==> src/rtl/eeg_deser_scheduler.sv <==
// Frame-locked serial deserialiser for the EEG front end: hunts a frame-sync marker, packs
// WIDTH-bit words LSB-first and tags them with a round-robin channel index on a valid/ready port.
module eeg_deser_scheduler #(
    parameter int unsigned WIDTH  = 4,
    parameter int unsigned NUM_CH = 4,
    parameter int unsigned CH_W   = 2
) (
    input  logic             clk,
    input  logic             rst_n,
    input  logic             enable,
    input  logic             frame_sync,
    input  logic             sEEG,
    input  logic             out_ready,
    input  logic             clr_err,
    output logic [WIDTH-1:0] word_data,
    output logic [CH_W-1:0]  word_ch,
    output logic             word_valid,
    output logic             frame_done,
    output logic             overflow,
    output logic             sync_err
);

    localparam int unsigned     BW       = (WIDTH > 1) ? $clog2(WIDTH) : 1;
    localparam logic [BW-1:0]   BIT_LAST = BW'(WIDTH - 1);
    localparam logic [CH_W-1:0] CH_LAST  = CH_W'(NUM_CH - 1);

    typedef enum logic [1:0] {StIdle, StWaitSync, StShift} state_t;

    state_t            r_state, w_state;
    logic [WIDTH-1:0]  r_shift, w_shift, w_shifted;
    logic [BW-1:0]     r_bit_cnt, w_bit_cnt;
    logic [CH_W-1:0]   r_ch_cnt, w_ch_cnt;
    logic [WIDTH-1:0]  r_word_data;
    logic [CH_W-1:0]   r_word_ch;
    logic              r_word_valid, r_frame_done, r_overflow, r_sync_err;
    logic              w_complete, w_resync, w_last, w_xfer, w_load, w_drop;

    // New bit enters at the MSB so the first-received bit ends up at the LSB.
    assign w_shifted = {sEEG, r_shift[WIDTH-1:1]};

    always_comb begin
        w_state    = r_state;
        w_shift    = r_shift;
        w_bit_cnt  = r_bit_cnt;
        w_ch_cnt   = r_ch_cnt;
        w_complete = 1'b0;
        w_resync   = 1'b0;
        case (r_state)
            StIdle: begin
                if (enable) w_state = StWaitSync;
            end
            StWaitSync: begin
                if (!enable) begin
                    w_state = StIdle;
                end else if (frame_sync) begin
                    w_shift   = w_shifted;
                    w_bit_cnt = BW'(1);
                    w_ch_cnt  = '0;
                    w_state   = StShift;
                end
            end
            StShift: begin
                w_shift = w_shifted;
                // Resync beats word completion: the partial word is simply abandoned.
                if (frame_sync) begin
                    w_resync  = 1'b1;
                    w_bit_cnt = BW'(1);
                    w_ch_cnt  = '0;
                end else if (r_bit_cnt == BIT_LAST) begin
                    w_complete = 1'b1;
                    w_bit_cnt  = '0;
                    if (r_ch_cnt == CH_LAST) begin
                        w_ch_cnt = '0;
                        w_state  = StWaitSync;
                    end else begin
                        w_ch_cnt = r_ch_cnt + 1'b1;
                    end
                end else begin
                    w_bit_cnt = r_bit_cnt + 1'b1;
                end
                if (!enable) begin
                    w_state   = StIdle;
                    w_bit_cnt = '0;
                    w_ch_cnt  = '0;
                end
            end
            default: w_state = StIdle;
        endcase
    end

    assign w_last = w_complete && (r_ch_cnt == CH_LAST);
    assign w_xfer = r_word_valid && out_ready;
    assign w_load = w_complete && (!r_word_valid || w_xfer);
    assign w_drop = w_complete && !w_load;

    always_ff @(posedge clk or negedge rst_n) begin
        if (!rst_n) begin
            r_state      <= StIdle;
            r_shift      <= '0;
            r_bit_cnt    <= '0;
            r_ch_cnt     <= '0;
            r_word_data  <= '0;
            r_word_ch    <= '0;
            r_word_valid <= 1'b0;
            r_frame_done <= 1'b0;
            r_overflow   <= 1'b0;
            r_sync_err   <= 1'b0;
        end else begin
            r_state      <= w_state;
            r_shift      <= w_shift;
            r_bit_cnt    <= w_bit_cnt;
            r_ch_cnt     <= w_ch_cnt;
            r_frame_done <= w_last;
            if (w_load) begin
                r_word_data  <= w_shifted;
                r_word_ch    <= r_ch_cnt;
                r_word_valid <= 1'b1;
            end else if (w_xfer) begin
                r_word_valid <= 1'b0;
            end
            // A set event in the same cycle as clr_err keeps the flag high.
            r_overflow <= (r_overflow && !clr_err) || w_drop;
            r_sync_err <= (r_sync_err && !clr_err) || w_resync;
        end
    end

    assign word_data  = r_word_data;
    assign word_ch    = r_word_ch;
    assign word_valid = r_word_valid;
    assign frame_done = r_frame_done;
    assign overflow   = r_overflow;
    assign sync_err   = r_sync_err;

endmodule

==> config.mk <==
export PLATFORM = sky130hd
export DESIGN_NAME = eeg_deser_scheduler
export DESIGN_NICKNAME = d
export VERILOG_FILES = /design/src/rtl/eeg_deser_scheduler.sv
export SDC_FILE = /design/constraint.sdc
export NUM_CORES = 1
export LEC_CHECK = 0
export ABC_AREA = 1
export BUFFER_PORTS_ARGS = -buffer_cell sky130_fd_sc_hd__buf_4
export CORE_MARGIN = 3
export CORE_UTILIZATION = 40
export DETAILED_ROUTE_END_ITERATION = 8
export PLACE_DENSITY = 0.65
export SYNTH_ARGS = -nofsm -noshare
export SYNTH_HDL_FRONTEND = slang
export SYNTH_SLANG_ARGS = --single-unit
==> constraint.sdc <==
create_clock -name clk -period 1.8 [get_ports clk]
set_input_delay 0.18 -clock clk [delete_from_list [all_inputs] [get_ports clk]]
set_output_delay 0.18 -clock clk [all_outputs]
set_load 0.05 [all_outputs]
==> results_dict.tcl <==
set metrics [dict create \
    yosysSeqAreaShare 0.449 \
    coreArea_um2 2500 \
    cts_made_buffers 3 \
    yosysWarnings 0 \
    syn_to_final_growth_pct 14.8 \
    yosys.area_share.adder 0.0827 \
    hold_viol 0 \
    timing.final.crit_period_ns 1.46 \
    synth_area_leaders "dfrtp_1, nand2_1, ha_1" \
    pwr-share-comb 0.450 \
    design_area_um2 1210 \
    grt_overflow_total 0 \
    num_rows 18 \
    die_area_um2 3300 \
    synth.net_count 135 \
    num-fill-cells 239 \
    ys_types 21 \
    r2r_end "word_data[3]" \
    synth_area_um2 1060 \
    cts_root_buf "clkbuf_4" \
    cts.sinks 19 \
    switching_share 0.419 \
    clk_pin_slew_ns 0.12 \
    end_kind "register" \
    boundaryPins 17 \
    synth_mux_area_frac 0 \
    reg2reg_depth 5 \
    initial_core_util 0.423 \
    drive_above_1_share 0.252 \
    grt_usage 0.131 \
    synth_xor_area_frac 0 \
    power.share.sequential 0.392 \
    ctsHtreeMaxLevel 1 \
    clk_latency_ns 0.31 \
    critPathRequiredTime_ns 2.00 \
    yosys.area.top_type "dfrtp_1" \
    globalplace.congestion 0.854 \
    post-route-period-util 0.808 \
    p_clk_frac 0.158 \
    yosysMostFrequentCell "nand2_1" \
    whs_endpoint "sync_err" \
    critical_path_class "reg2reg" \
    synth_top_family_by_area "simple AND/OR/NAND/NOR gates" \
    worstHoldPathCells 2 \
    hp-class "in2reg" \
    finalSetupTns_ns 0 \
    power.switching_mw 0.606 \
    nets 154 \
    grt_pass1_vias 765 \
    clk_path_buf_depth 2 \
    status "finished, final reports clean" \
    netlist_instances 121 \
    fin_skew_ns 0.00726 \
    synth_edf_count 0 \
    fmax_mhz 687 \
    drtIter0Drc 11 \
    worstMarginPinSlew_ns 0.282 \
    vias 778 \
    avgSynthCellArea_um2 8.75 \
    antenna_found_initial 0 \
    synth_top_area_share 0.449 \
    synth_compound_area_frac 0.116 \
    cts_setup_buffers 0 \
    ant_nets 0 \
    worstPathMaxFanout 12 \
    postPlaceCellArea_um2 1180 \
    die_x_um 57.4 \
    hpwl_um 1450 \
    async_flop_share 1.00 \
    synth_commonest_cells "nand2_1, inv_1, dfrtp_1" \
    dieHeight_um 57.4 \
    rrSetupSlack_ns 0.34 \
    cts_tree "done" \
    ys_ff_latch 19 \
    wl_um 1900 \
    p_leak_nw 0.663 \
    peakVddDrop_v 0.000573 \
    min_from "clr_err" \
    drtPass1Iterations 4 \
    drc 0 \
    drv_slew 0 \
    synth-simple-area-share 0.238 \
    n_antenna_cell 0 \
    viasPerCell 4.60 \
    p_int_mw 0.841 \
    slew_headroom 0.811 \
    synthFlopType "dfrtp_1" \
    rsz0062_at_grt "false" \
    critPathArrivalTime_ns 1.66 \
    maxCapViolCount 0 \
    p_total_mw 1.45 \
    io_buffers 16 \
    grt_max_degree 20 \
    worstReg2RegStart "r_state[0]" \
    p_per_area_nw_per_um2 1190 \
    grt_pass1_wl_um 3310 \
    wl_per_cell_um 11.3 \
    startpoint_type "register" \
    finalSetupViolations 0 \
]
[layout make-up]
class,instances,area [µm²],area share
clock buffers,3,22.5,0.0185
clock inverters,1,5.00,0.00412
inverters,22,82.6,0.0680
multi-input cells,77,462,0.380
flip-flops and latches,19,475,0.391
well taps,30,37.5,0.0309
repair buffers,17,130,0.107
[flip-flops by register name, summed over array words and instances (netlist names)]
name,count
word_ch,2
word_data,4
r_ch_cnt,2
overflow,1
r_state,2
r_bit_cnt,2
sync_err,1
frame_done,1
word_valid,1
r_shift,3
[worst max path at each step]
stage	from	to	slack [ns]	cells past startpoint
2_1_floorplan	r_state[0]	word_ch[0]	0.51	6
3_3_place_gp	r_state[0]	word_ch[1]	0.42	5
3_5_place_dp	r_state[0]	word_ch[0]	0.36	5
4_1_cts	r_state[0]	word_ch[0]	0.33	4
5_1_grt	r_state[0]	word_data[3]	0.18	5
6_report	r_state[0]	word_data[3]	0.34	5
[power groups by stage]
stage | logic [mW] | registers [mW] | clock network (mW)
final | 0.651 | 0.567 | 0.229
after global routing | 0.730 | 0.580 | 0.261
after CTS | 0.660 | 0.567 | 0.242
after detailed placement | 0.655 | 0.576 | 0
after global placement | 0.639 | 0.573 | 0
after floorplan | 0.543 | 0.620 | 0
[layer usage]
layer  global-route usage  vias to the layer above  part of all wire
met1                0.175                      347              0.49
met3               0.0362                        4             0.047
li1                     -                      414                 -
met5                    0                        -                 0
met4               0.0828                        0             0.022
met2                0.185                       13              0.44
[critical path, cell delays in order, from the launching register on]
cell	delay (ns)
dfrtp_1	0.43
inv_1	0.12
ha_1	0.30
nand4_2	0.29
nand2_1	0.14
o21ai_1	0.07
[cell families after synthesis]
group | Yosys count
simple gates | 52
buf+inv | 25
flops | 19
compound gates | 18
fa+ha+maj | 7
[repair_timing]
action	in CTS	in global routing
hold buffers	1	0
hold endpoints to repair	19	0
gates resized for setup	0	0
setup endpoints to repair	0	0
[metrics by stage]
stage	utilization	cells	setup WS [ns]	hold slack [ns]
after floorplan	-	121	0.515	-0.116
after global placement	0.471	164	0.423	0.0670
after detailed placement	0.471	164	0.362	0.0741
after CTS	0.486	169	0.333	0.0460
after global routing	0.486	169	0.179	0.0276
final	0.486	169	0.345	0.0496
[cell usage in the layout (no fill, tap or decap)]
cell           instances
nor2_1                 8
nand2_1               25
clkinv_2               1
buf_4                 16
a21oi_1                2
o21ai_1                6
clkbuf_4               3
inv_1                 21
o211ai_1               1
nand2_2                4
dfrtp_1               19
nand4_2                1
o22ai_1                1
o21ai_2                5
ha_1                   7
o21ai_0                2
nand2_4                3
dlygate4sd3_1          1
nand3_1               10
nand4_1                1
o21a_4                 1
inv_2                  1
(Power assumes the default switching activity.)
